`config.mk`:
```
export PLATFORM = sky130hd
export DESIGN_NAME = cmd_tag_pool_flat
export DESIGN_NICKNAME = d
export VERILOG_FILES = /design/src/rtl/cmd_tag_pool_pkg.sv /design/src/rtl/cmd_tag_pool_if.sv /design/src/rtl/cmd_tag_pool_free_fifo.sv /design/src/rtl/cmd_tag_pool.sv /design/src/flat_wrapper.sv
export SDC_FILE = /design/constraint.sdc
export NUM_CORES = 2
export LEC_CHECK = 0
export ABC_AREA = 1
export BUFFER_PORTS_ARGS = -buffer_cell sky130_fd_sc_hd__clkbuf_2
export CORE_MARGIN = 4
export CORE_UTILIZATION = 40
export DETAILED_ROUTE_END_ITERATION = 12
export GPL_ROUTABILITY_DRIVEN = 0
export RECOVER_POWER = 50
export SYNTH_ARGS = -nofsm -noshare
export SYNTH_HDL_FRONTEND = slang
export SYNTH_SLANG_ARGS = --single-unit
```
`constraint.sdc`:
```
create_clock -name clock -period 11.1 [get_ports clock]
set_clock_uncertainty 0.1 [all_clocks]
set_input_delay 2.22 -clock clock [delete_from_list [all_inputs] [get_ports clock]]
set_output_delay 2.22 -clock clock [all_outputs]
set_load 0.005 [all_outputs]
```
`src/rtl/cmd_tag_pool_pkg.sv`:
```
// Shared types for the CAPI command-tag pool: FSM states, tag line, free-list status,
// error bit positions and the tag parity helper.
package cmd_tag_pool_pkg;

   typedef enum logic [1:0] {
      TAG_BUFFER_RESET = 2'd0,
      TAG_BUFFER_INIT  = 2'd1,
      TAG_BUFFER_POP   = 2'd2,
      TAG_BUFFER_READY = 2'd3
   } tag_buffer_state;

   typedef struct packed {
      logic [12:0] command;
      logic [7:0]  cu_id;
      logic [63:0] address;
      logic [7:0]  tag;
   } CommandTagLine;

   typedef struct packed {
      logic full;
      logic alfull;
      logic valid;
      logic empty;
   } BufferStatus;

   localparam int TAG_POOL_ERR_RANGE  = 0;
   localparam int TAG_POOL_ERR_DOUBLE = 1;

   // Odd parity: the tag plus this bit always carries an odd number of ones.
   function automatic logic tag_odd_parity(input logic [7:0] tag);
      return ~^tag;
   endfunction

endpackage

```
`src/rtl/cmd_tag_pool_if.sv`:
```
// Alloc/release handshake between the command arbiter, response control and the tag pool.
interface cmd_tag_pool_if;

   logic                                  alloc_req;
   cmd_tag_pool_pkg::CommandTagLine       alloc_cmd_in;
   logic                                  alloc_gnt;
   cmd_tag_pool_pkg::CommandTagLine       alloc_cmd_out;
   logic                                  alloc_tag_par;
   logic                                  release_valid;
   logic [7:0]                            release_tag;
   cmd_tag_pool_pkg::CommandTagLine       release_cmd_out;
   logic                                  release_out_vld;

   modport master (
      output alloc_req, alloc_cmd_in, release_valid, release_tag,
      input  alloc_gnt, alloc_cmd_out, alloc_tag_par, release_cmd_out, release_out_vld
   );

   modport slave (
      input  alloc_req, alloc_cmd_in, release_valid, release_tag,
      output alloc_gnt, alloc_cmd_out, alloc_tag_par, release_cmd_out, release_out_vld
   );

endinterface

```
`src/rtl/cmd_tag_pool_free_fifo.sv`:
```
// Circular free-tag list: NUM_TAGS entries of 8-bit tags, synchronous clear, registered count.
module tag_free_fifo #(
   parameter  int NUM_TAGS = 32,
   localparam int TAG_W    = $clog2(NUM_TAGS)
) (
   input  logic             clock,
   input  logic             rstn,
   input  logic             clear,
   input  logic             push,
   input  logic [7:0]       push_tag,
   input  logic             pop,
   output logic [7:0]       pop_tag,
   output logic [TAG_W:0]   free_count
);

   logic [TAG_W-1:0] rd_ptr_q, rd_ptr_d;
   logic [TAG_W-1:0] wr_ptr_q, wr_ptr_d;
   logic [TAG_W:0]   count_q, count_d;
   logic [7:0]       mem_q [NUM_TAGS];
   logic             mem_we;

   always_comb begin
      rd_ptr_d = rd_ptr_q;
      wr_ptr_d = wr_ptr_q;
      count_d  = count_q;
      mem_we   = 1'b0;
      if (clear) begin
         rd_ptr_d = '0;
         wr_ptr_d = '0;
         count_d  = '0;
      end else begin
         mem_we = push;
         if (push) wr_ptr_d = wr_ptr_q + 1'b1;
         if (pop)  rd_ptr_d = rd_ptr_q + 1'b1;
         case ({push, pop})
            2'b10:   count_d = count_q + 1'b1;
            2'b01:   count_d = count_q - 1'b1;
            default: count_d = count_q;
         endcase
      end
   end

   always_ff @(posedge clock or negedge rstn) begin
      if (!rstn) begin
         rd_ptr_q <= '0;
         wr_ptr_q <= '0;
         count_q  <= '0;
      end else begin
         rd_ptr_q <= rd_ptr_d;
         wr_ptr_q <= wr_ptr_d;
         count_q  <= count_d;
      end
   end

   // Storage needs no reset: nothing is read before the count says it was written.
   always_ff @(posedge clock) begin
      if (mem_we) mem_q[wr_ptr_q] <= push_tag;
   end

   assign pop_tag    = mem_q[rd_ptr_q];
   assign free_count = count_q;

endmodule

```
`src/rtl/cmd_tag_pool.sv`:
```
// CAPI command-tag allocator: hands out free PSL tags, keeps each tag's CommandTagLine,
// returns it on release, flags illegal/double releases and restarts cleanly on flush.
//
//   state            | meaning
//   -----------------+-----------------------------------------------------------
//   TAG_BUFFER_RESET | pool idle and cleared, waits for enabled_in
//   TAG_BUFFER_INIT  | pushes tags 0..NUM_TAGS-1 into the free list, one per cycle
//   TAG_BUFFER_POP   | unused encoding, falls back to RESET
//   TAG_BUFFER_READY | serving alloc and release traffic
module cmd_tag_pool
   import cmd_tag_pool_pkg::*;
#(
   parameter  int NUM_TAGS  = 32,
   parameter  int LOW_WATER = 4,
   localparam int TAG_W     = $clog2(NUM_TAGS)
) (
   input  logic             clock,
   input  logic             rstn,
   input  logic             enabled_in,
   input  logic             flush_in,
   cmd_tag_pool_if.slave    tag_if,
   output BufferStatus      status_out,
   output logic [TAG_W:0]   outstanding_out,
   output logic [1:0]       error_out,
   output logic             ready_out
);

   localparam logic [TAG_W-1:0] INIT_MAX    = TAG_W'(NUM_TAGS - 1);
   localparam logic [TAG_W:0]   FULL_CNT    = NUM_TAGS[TAG_W:0];
   localparam logic [TAG_W:0]   LOW_WATER_W = LOW_WATER[TAG_W:0];
   localparam logic [8:0]       TAG_LIMIT   = NUM_TAGS[8:0];

   tag_buffer_state  state_q, state_d;
   logic [TAG_W-1:0] init_cnt_q, init_cnt_d;
   logic [NUM_TAGS-1:0] bitmap_q, bitmap_d;
   logic [TAG_W:0]   outstanding_q, outstanding_d;
   logic [1:0]       error_q, error_d;
   logic             alloc_gnt_q, alloc_gnt_d;
   CommandTagLine    alloc_cmd_q, alloc_cmd_d;
   logic             alloc_par_q, alloc_par_d;
   logic             release_vld_q, release_vld_d;
   CommandTagLine    release_cmd_q, release_cmd_d;
   CommandTagLine    meta_q [NUM_TAGS];

   logic             fifo_clear;
   logic             init_push;
   logic [7:0]       init_tag;
   logic             fifo_push;
   logic [7:0]       fifo_push_tag;
   logic             fifo_pop;
   logic [7:0]       fifo_pop_tag;
   logic [TAG_W:0]   free_count;
   logic             active;
   logic             rel_req;
   logic             rel_in_range;
   logic             rel_legal;
   logic             err_range;
   logic             err_double;
   logic [TAG_W-1:0] rel_idx;
   logic [TAG_W-1:0] alloc_idx;
   CommandTagLine    grant_line;

   always_comb begin
      state_d    = state_q;
      init_cnt_d = init_cnt_q;
      fifo_clear = 1'b0;
      init_push  = 1'b0;
      if (!enabled_in) begin
         state_d    = TAG_BUFFER_RESET;
         fifo_clear = 1'b1;
      end else begin
         case (state_q)
            TAG_BUFFER_RESET: begin
               fifo_clear = 1'b1;
               state_d    = TAG_BUFFER_INIT;
               init_cnt_d = INIT_MAX;
            end
            TAG_BUFFER_INIT: begin
               init_push = 1'b1;
               if (init_cnt_q == '0) state_d = TAG_BUFFER_READY;
               else                  init_cnt_d = init_cnt_q - 1'b1;
            end
            TAG_BUFFER_READY: begin
               if (flush_in) begin
                  fifo_clear = 1'b1;
                  state_d    = TAG_BUFFER_INIT;
                  init_cnt_d = INIT_MAX;
               end
            end
            default: begin
               fifo_clear = 1'b1;
               state_d    = TAG_BUFFER_RESET;
            end
         endcase
      end
   end

   always_ff @(posedge clock or negedge rstn) begin
      if (!rstn) begin
         state_q    <= TAG_BUFFER_RESET;
         init_cnt_q <= '0;
      end else begin
         state_q    <= state_d;
         init_cnt_q <= init_cnt_d;
      end
   end

   // The down-counter runs INIT_MAX..0, so tags enter the free list in ascending order.
   assign init_tag = 8'(INIT_MAX - init_cnt_q);

   // Flush takes priority over same-cycle traffic: nothing moves unless READY is undisturbed.
   assign active       = enabled_in && (state_q == TAG_BUFFER_READY) && !flush_in;
   assign rel_req      = active && tag_if.release_valid;
   assign rel_in_range = {1'b0, tag_if.release_tag} < TAG_LIMIT;
   assign rel_idx      = tag_if.release_tag[TAG_W-1:0];
   assign rel_legal    = rel_req && rel_in_range && bitmap_q[rel_idx];
   assign err_range    = rel_req && !rel_in_range;
   assign err_double   = rel_req && rel_in_range && !bitmap_q[rel_idx];

   assign fifo_pop      = active && tag_if.alloc_req && (free_count != '0);
   assign fifo_push     = init_push || rel_legal;
   assign fifo_push_tag = init_push ? init_tag : tag_if.release_tag;
   assign alloc_idx     = fifo_pop_tag[TAG_W-1:0];

   always_comb begin
      grant_line     = tag_if.alloc_cmd_in;
      grant_line.tag = fifo_pop_tag;
   end

   tag_free_fifo #(.NUM_TAGS(NUM_TAGS)) u_free_fifo (
      .clock      (clock),
      .rstn       (rstn),
      .clear      (fifo_clear),
      .push       (fifo_push),
      .push_tag   (fifo_push_tag),
      .pop        (fifo_pop),
      .pop_tag    (fifo_pop_tag),
      .free_count (free_count)
   );

   always_comb begin
      bitmap_d      = bitmap_q;
      outstanding_d = outstanding_q;
      error_d       = error_q;
      alloc_gnt_d   = fifo_pop;
      alloc_cmd_d   = alloc_cmd_q;
      alloc_par_d   = alloc_par_q;
      release_vld_d = rel_legal;
      release_cmd_d = release_cmd_q;

      error_d[TAG_POOL_ERR_RANGE]  = error_q[TAG_POOL_ERR_RANGE]  | err_range;
      error_d[TAG_POOL_ERR_DOUBLE] = error_q[TAG_POOL_ERR_DOUBLE] | err_double;

      if (fifo_clear) begin
         bitmap_d      = '0;
         outstanding_d = '0;
      end else begin
         if (fifo_pop)  bitmap_d[alloc_idx] = 1'b1;
         if (rel_legal) bitmap_d[rel_idx]   = 1'b0;
         case ({fifo_pop, rel_legal})
            2'b10:   outstanding_d = outstanding_q + 1'b1;
            2'b01:   outstanding_d = outstanding_q - 1'b1;
            default: outstanding_d = outstanding_q;
         endcase
      end

      if (fifo_pop) begin
         alloc_cmd_d = grant_line;
         alloc_par_d = tag_odd_parity(fifo_pop_tag);
      end
      if (rel_legal) release_cmd_d = meta_q[rel_idx];
   end

   always_ff @(posedge clock or negedge rstn) begin
      if (!rstn) begin
         bitmap_q      <= '0;
         outstanding_q <= '0;
         error_q       <= '0;
         alloc_gnt_q   <= 1'b0;
         alloc_cmd_q   <= '0;
         alloc_par_q   <= 1'b0;
         release_vld_q <= 1'b0;
         release_cmd_q <= '0;
      end else begin
         bitmap_q      <= bitmap_d;
         outstanding_q <= outstanding_d;
         error_q       <= error_d;
         alloc_gnt_q   <= alloc_gnt_d;
         alloc_cmd_q   <= alloc_cmd_d;
         alloc_par_q   <= alloc_par_d;
         release_vld_q <= release_vld_d;
         release_cmd_q <= release_cmd_d;
      end
   end

   // A tag is never released and re-granted in one cycle, so one write and one read port suffice.
   always_ff @(posedge clock) begin
      if (fifo_pop) meta_q[alloc_idx] <= grant_line;
   end

   always_comb begin
      status_out = '0;
      if (state_q != TAG_BUFFER_RESET) begin
         status_out.empty  = (free_count == '0);
         status_out.full   = (free_count == FULL_CNT);
         status_out.alfull = (free_count <= LOW_WATER_W);
         status_out.valid  = (free_count != '0);
      end
   end

   assign ready_out               = (state_q == TAG_BUFFER_READY);
   assign outstanding_out         = outstanding_q;
   assign error_out               = error_q;
   assign tag_if.alloc_gnt        = alloc_gnt_q;
   assign tag_if.alloc_cmd_out    = alloc_cmd_q;
   assign tag_if.alloc_tag_par    = alloc_par_q;
   assign tag_if.release_out_vld  = release_vld_q;
   assign tag_if.release_cmd_out  = release_cmd_q;

endmodule

```
`src/flat_wrapper.sv`:
```
// flat-port wrapper written by rule: the top's interface ports become plain ports
module cmd_tag_pool_flat import cmd_tag_pool_pkg::*;
#(
   parameter  int NUM_TAGS  = 32,
   parameter  int LOW_WATER = 4,
   localparam int TAG_W     = $clog2(NUM_TAGS)
)
  (clock, rstn, enabled_in, flush_in, status_out, outstanding_out, error_out, ready_out, tag_if_alloc_req, tag_if_alloc_cmd_in, tag_if_release_valid, tag_if_release_tag, tag_if_alloc_gnt, tag_if_alloc_cmd_out, tag_if_alloc_tag_par, tag_if_release_cmd_out, tag_if_release_out_vld);
  cmd_tag_pool_if tag_if_i ();
  input  logic clock;
  input  logic rstn;
  input  logic enabled_in;
  input  logic flush_in;
  output BufferStatus status_out;
  output logic [TAG_W:0] outstanding_out;
  output logic [1:0] error_out;
  output logic ready_out;
  input wire logic [$bits(tag_if_i.alloc_req)-1:0] tag_if_alloc_req;
  input wire logic [$bits(tag_if_i.alloc_cmd_in)-1:0] tag_if_alloc_cmd_in;
  input wire logic [$bits(tag_if_i.release_valid)-1:0] tag_if_release_valid;
  input wire logic [$bits(tag_if_i.release_tag)-1:0] tag_if_release_tag;
  output wire logic [$bits(tag_if_i.alloc_gnt)-1:0] tag_if_alloc_gnt;
  output wire logic [$bits(tag_if_i.alloc_cmd_out)-1:0] tag_if_alloc_cmd_out;
  output wire logic [$bits(tag_if_i.alloc_tag_par)-1:0] tag_if_alloc_tag_par;
  output wire logic [$bits(tag_if_i.release_cmd_out)-1:0] tag_if_release_cmd_out;
  output wire logic [$bits(tag_if_i.release_out_vld)-1:0] tag_if_release_out_vld;
  assign tag_if_i.alloc_req = tag_if_alloc_req;
  assign tag_if_i.alloc_cmd_in = tag_if_alloc_cmd_in;
  assign tag_if_i.release_valid = tag_if_release_valid;
  assign tag_if_i.release_tag = tag_if_release_tag;
  assign tag_if_alloc_gnt = tag_if_i.alloc_gnt;
  assign tag_if_alloc_cmd_out = tag_if_i.alloc_cmd_out;
  assign tag_if_alloc_tag_par = tag_if_i.alloc_tag_par;
  assign tag_if_release_cmd_out = tag_if_i.release_cmd_out;
  assign tag_if_release_out_vld = tag_if_i.release_out_vld;
  cmd_tag_pool #(.NUM_TAGS(NUM_TAGS), .LOW_WATER(LOW_WATER)) u_core (.clock(clock), .rstn(rstn), .enabled_in(enabled_in), .flush_in(flush_in), .tag_if(tag_if_i), .status_out(status_out), .outstanding_out(outstanding_out), .error_out(error_out), .ready_out(ready_out));
endmodule
```
Word-level counts from Yosys, hierarchy flattened
Memory sizes are Yosys's and may differ from the RTL's. A register that Yosys moved wholly into a read port is not among the register bits.
Index checks and enable logic that the tools add are counted.
{"block": "word_totals", "register_bits": 159, "mem_bits_rw": 3232, "input_bits": 107, "out_inout_bits": 202, "n_memories": 2}
{"block": "classes", "n_addsub": 8, "n_lt_le_gt_ge": 6, "eq_ne": 11, "muxes": 37, "bitwise": 5, "reduce_logical": 29}
{"name": "u_core.meta_q", "depth": 32, "width": 93, "read_ports": 1, "rd_clocked_by_memory_dff": 1, "wr": 1, "line": "cmd_tag_pool.sv:43", "rtl": "CommandTagLine meta_q [NUM_TAGS];"}
{"name": "u_core.u_free_fifo.mem_q", "depth": 32, "width": 8, "read_ports": 1, "rd_clocked_by_memory_dff": 0, "wr": 1, "line": "cmd_tag_pool_free_fifo.sv:19", "rtl": "logic [7:0] mem_q [NUM_TAGS];"}
{"operator": "$mux W32", "n": 4}
{"operator": "$and A32 B32 Y32", "n": 1}
{"operator": "$not A32 Y32", "n": 1}
{"operator": "$or A32 B32 Y32", "n": 1}
{"operator": "$mux W5", "n": 6}
{"operator": "$pmux W6 S2", "n": 2}
{"operator": "$pmux W5 S3", "n": 1}
{"operator": "$add A6 B1 Y6 const B", "n": 2}
{"operator": "$lt A5 B6 Y1 const B", "n": 2}
{"operator": "$mux W1", "n": 12}
{"operator": "$mux W6", "n": 2}
{"operator": "$sub A6 B1 Y6 const B", "n": 2}
{"operator": "$logic_and A1 B1 Y1", "n": 11}
{"operator": "$add A5 B1 Y5 const B", "n": 2}
{"operator": "$demux W1 S5", "n": 2}
{"operator": "$ge A5 B1 Y1 const B", "n": 2}
{"operator": "$reduce_bool A3 Y1", "n": 3}
{"operator": "$lt A8 B6 Y1 const B", "n": 1}
{"operator": "$mux W8", "n": 1}
{"operator": "$reduce_xnor A8 Y1", "n": 1}
{"operator": "$eq A2 B1 Y1 const B", "n": 3}
{"operator": "$eq A2 B2 Y1 const B", "n": 3}
{"operator": "$eq A6 B6 Y1 const B", "n": 1}
{"operator": "$le A6 B3 Y1 const B", "n": 1}
{"operator": "other kinds (20)", "n": 29}

Longest topological paths before layout
An unclocked memory read counts as a cell.
{"block": "depth", "depth_word": 11, "depth_mapped": 23, "depth_no_buf": 22}

Hierarchy
From an unflattened synthesis, not the netlist that was laid out.
{"block": "unflattened", "cells_unflattened": 9409, "hier_area_um2": 133799.6}
{"module": "cmd_tag_pool", "n_inst": 1, "cells_per_inst": 8403, "area_each_um2": 122418.7, "seq_area_each_um2": 95271.4}
{"module": "tag_free_fifo", "n_inst": 1, "cells_per_inst": 1006, "area_each_um2": 11380.9, "seq_area_each_um2": 8087.8}

Worst setup path after synthesis
Ideal clock, no wire load.
{"block": "synth_path", "path_type": "in2reg", "startpoint": "input port flush_in", "endpoint": "memory u_core.meta_q[21][0] (netlist bit), enable pin", "setup_time_ns": 0.548, "arrival_ns": 7.031, "path_slack_ns": 3.421, "stages": 8, "cell_sequence": "nor2_1 > nand2_1 > inv_2 > nand3_1 > inv_1 > buf_2 > nand2_1 > nor2_1"}
{"block": "synth_via", "elab_chain_len": 6}
{"element": "start: declaration", "line": "flat_wrapper.sv:13", "rtl": "input logic flush_in;"}
{"element": "$logic_not A1 Y1", "line": "cmd_tag_pool.sv:112", "rtl": "assign active = enabled_in && (state_q == TAG_BUFFER_READY) && !flush_in;"}
{"element": "$logic_and A1 B1 Y1", "line": "cmd_tag_pool.sv:112"}
{"element": "$logic_and A1 B1 Y1 (2 in series)", "line": "cmd_tag_pool.sv:120", "rtl": "assign fifo_pop = active && tag_if.alloc_req && (free_count != '0);"}
{"element": "$mux W1", "line": "cmd_tag_pool.sv:198", "rtl": "if (fifo_pop) meta_q[alloc_idx] <= grant_line;"}
{"element": "$mux W1 (not written as such)", "line": "cmd_tag_pool.sv:198"}
{"element": "end: declaration", "line": "cmd_tag_pool.sv:43"}
No other way between the ends.

Worst setup path after layout
{"block": "layout_path", "startpoint": "register u_core.u_free_fifo.rd_ptr_q[0]", "endpoint": "memory u_core.meta_q[28][70] (netlist bit), enable pin"}
{"block": "layout_via", "elab_chain_len": 1}
{"element": "start: declaration", "line": "cmd_tag_pool_free_fifo.sv:16", "rtl": "logic [TAG_W-1:0] rd_ptr_q, rd_ptr_d;"}
{"element": "start signal: assignment", "line": "cmd_tag_pool_free_fifo.sv:49", "rtl": "rd_ptr_q <= rd_ptr_d;"}
{"element": "$mem_v2 Z32 W8"}
No other way between the ends.

==> results.yml <==
place:
  place_ws_ns: 3.990
  dp_cells: 12619
  placed_area_mm2: 0.1365
  hpwl_mm: 182.1
  io_buffer_count: 300
outcome:
  violations: "capacitance limit, slew limit"
  outcome: "finished with violations"
synth:
  synth-main-ff-cell: "edfxtp_1"
  syn_area_per_cell_um2: 15.56
  async_flop_share_pct: 7.233
  synth_edf_count: 3232
  ys_types: 45
  ys_warn_count: 0
  ys_ff_latch: 3484
  syn_nets: 8485
  syn_inst: 8360
  synth.yosys.seq_area_share_pct: 79.44
  netlist_area_mm2: 0.1301
clock_tree:
  cts_made_buffers: 358
  cts_root_buf: "clkbuf_16"
  ctsLongestPathBuffers: 4
  post_cts.repair.setup_buffers: 0
  clk_pin_slew_worst_paths_ns: 0.06
  holdBufCountCts: 0
  clk_latency_ns: 0.93
  htree_levels: 5
  cts_sinks: 3484
  cts_resized: 0
  cts_tree: "done"
flow_run:
  drv_cap: 31
grt:
  grt_start_max_net_pins: 176
  grt-busiest-layer: "met2"
  grt_pass1_wl_mm: 536.4
  gr-usage-all-layers_pct: 21.87
  antenna_found_initial: 29
  use_met3_pct: 3.910
  grt_overflow: 0
  use_met2_pct: 35.30
  grt_pass1_vias: 76128
  use_met1_pct: 30.17
drt:
  vias: 77842
  drc_errors: 0
  wirelength_mm: 379.6
  via_per_inst: 5.853
  antenna_left: 0
  drtIter0Drc: 9307
  wl_per_cell_um: 28.54
  dr.pass1.iters: 6
timing:
  fin_ws_ns: 2.418
  setup_tns_ns: 0
  rsz0062_at_grt: "no"
  setup_violations: 0
  relSlewSlack_pct: -241.9
  tightest_slew_ns: 5.128
  clock.fmax_mhz: 115.2
  report.final.hold_viol_count: 0
  period_share_pct: 78.22
  slew_violations: 1128
  final.min_clock_period_ns: 8.682
setup_path:
  path_delay_family: "buffers and inverters"
  slowest_stage: "clkinvlp_2"
  crit_top_cell: "buf_4"
  critPathMaxFanout: 76
  cp_data_required_time_ns: 11.50
  path_buf_inv: 4
  startpoint_type: "register"
  worstSetupPathType: "register to register"
  crit_path_end_kind: "register"
  crit_chain: "clkinvlp_2 -> buf_4 -> o21ai_0 -> o22ai_1 -> o211ai_1 -> nand4_1 -> nand2_1 -> ha_1 -> nand2_1 -> nor2_4 -> buf_4 -> buf_4"
  crit_arrival_ns: 9.09
  slowest_delay_ns: 2.06
power:
  p_leak_nw: 49.91
  vdd_drop_max_uv: 121.2
  powerDensity_mw_per_mm2: 184.7
floorplanning:
  ioPinCount: 309
  die_h_um: 578.3
  dieArea_mm2: 0.3345
  core-area_mm2: 0.3240
  die_w_um: 578.3
  start_util_pct: 40.16
  row_count: 209
cells_and_area:
  nets: 8779
  stdcell_area_mm2: 0.1479
  layout-drive-gt1-share_pct: 8.965
  area_delta_synth_final_pct: 13.69
  stdcell_count: 13300
worst_hold_path:
  hp-class: "register to register"
-- cell usage after synthesis, types with 10 or more instances --
cell type	number	area, um2
inv_2	17	63.81
dfrtp_1	252	6306
buf_2	231	1156
o21ai_1	17	85.08
o22ai_1	56	350.3
buf_1	27	101.4
clkbuf_1	246	923.4
a221oi_1	141	1235
nand3_1	62	310.3
o221ai_1	12	105.1
nand4_1	39	244.0
edfxtp_1	3232	97050
a21oi_1	14	70.07
o21ai_0	152	760.7
ha_1	18	225.2
a2111oi_0	14	122.6
a31oi_1	70	437.9
a21boi_0	39	292.8
nand2_1	1659	6227
inv_1	59	221.5
nor2_1	365	1370
buf_4	10	75.07
a22oi_1	1488	11170
a22o_1	37	324.1
o211ai_1	20	150.1
a41oi_1	25	219.0
-- report_power, final --
part	internal [W]	leakage [nW]	switching, W
registers	0.0144	32.6	0.00000598
logic	0.000234	11.7	0.000768
clock network	0.00686	5.70	0.00507
total	0.0215	49.9	0.00584
-- worst register-to-register path, delay by kind of cell, from the launching register on --
| family | cells | cell delay [ns] |
|---|---|---|
| buffers and inverters | 4 | 4.36 |
| and+or+nand+nor | 4 | 2.08 |
| AOI/OAI and AO/OA | 3 | 0.75 |
| DFF | 1 | 0.71 |
| adders and majority gates | 1 | 0.24 |
-- layer usage --
metal | up-vias | wire (um)
met1 | 40061 | 153800
met5 | - | 66
li1 | 33181 | -
met2 | 3939 | 178900
met3 | 651 | 34760
met4 | 10 | 12090
-- registers in the layout, indices dropped and copies added, names as in the netlist --
signal and count:
u_core.u_free_fifo.wr_ptr_q 5, u_core.outstanding_out 6, u_core.error_out 2, u_core.tag_if.release_out_vld 1
u_core.u_free_fifo.free_count 6, u_core.tag_if.alloc_cmd_out 93, u_core.tag_if.alloc_tag_par 1, u_core.state_q 2
u_core.u_free_fifo.mem_q 256, u_core.tag_if.release_cmd_out 93, u_core.u_free_fifo.rd_ptr_q 5, u_core.meta_q 2976
u_core.bitmap_q 32, u_core.init_cnt_q 5, u_core.tag_if.alloc_gnt 1
-- stage by stage --
stage / hold WS, ns / power [W] / utilization [%]
floorplan: 0.3663 / 0.01520 / -
finish: 0.3784 / 0.02733 / 45.65
global route: 0.3954 / 0.02815 / 45.65
detailed placement: 0.3655 / 0.01566 / 42.13
CTS: 0.3815 / 0.02751 / 45.76
global placement: 0.3624 / 0.01564 / 42.13
-- cell usage in the layout (no fill, tap or decap), drive strengths merged --
master and n:
o221ai 12, diode 18, a21oi 14, clkinv 129
ha 18, a22o 37, nor4 2, a21boi 39
xnor2 2, nand3 63, a41oi 25, nand4 39
inv 90, a211oi 2, clkinvlp 19, edfxtp 3232
nor2 374, dfrtp 252, clkbuf 791, nand3b 3
a31o 2, o211ai 20, o22ai 56, or2 2
a221oi 141, nor3 11, bufinv 27, nand2 1665
xor2 7, o21ai 169, a31oi 70, a2111oi 14
buf 142, a22oi 1488
-- cells by family after synthesis --
family | Yosys count | share of synthesized area [%]
AO/OA/AOI/OAI | 2089 | 11.80
XOR/XNOR | 9 | 0.06059
adder cells (fa/ha/maj) | 18 | 0.1731
buffers and inverters | 601 | 2.023
flip-flops | 3484 | 79.44
AND/OR/NAND/NOR | 2159 | 6.501
-- worst paths after layout --
kind	from	endpoint	slack, ns	cells after the start
min in group asynchronous	rstn	u_core.tag_if.alloc_cmd_out[31]$_DFFE_PN0P_	2.69	1
setup / recovery	u_core.u_free_fifo.rd_ptr_q[0]$_DFFE_PN0P_	u_core.meta_q[28][70]$_DFFE_PP_	2.42	12
hold / removal	u_core.tag_if.alloc_cmd_out[64]$_DFFE_PN0P_	u_core.tag_if.alloc_cmd_out[64]$_DFFE_PN0P_	0.38	2
max in group asynchronous	rstn	u_core.tag_if.alloc_cmd_out[62]$_DFFE_PN0P_	3.50	2
hold reg to reg	u_core.tag_if.alloc_cmd_out[64]$_DFFE_PN0P_	u_core.tag_if.alloc_cmd_out[64]$_DFFE_PN0P_	0.38	2
setup reg to reg	u_core.u_free_fifo.rd_ptr_q[0]$_DFFE_PN0P_	u_core.meta_q[28][70]$_DFFE_PP_	2.42	12
-- area by class of cell --
type	count	area, um2
Inverter	81	334.1
Fill cell	27875	176100
Multi-Input combinational cell	4275	24400
Clock buffer	479	9736
Tap cell	4325	5411
Antenna cell	18	45.04
Clock inverter	184	2047
Timing Repair Buffer	454	2585
Sequential cell	3484	103400
Power figures use the tool's default switching activity.
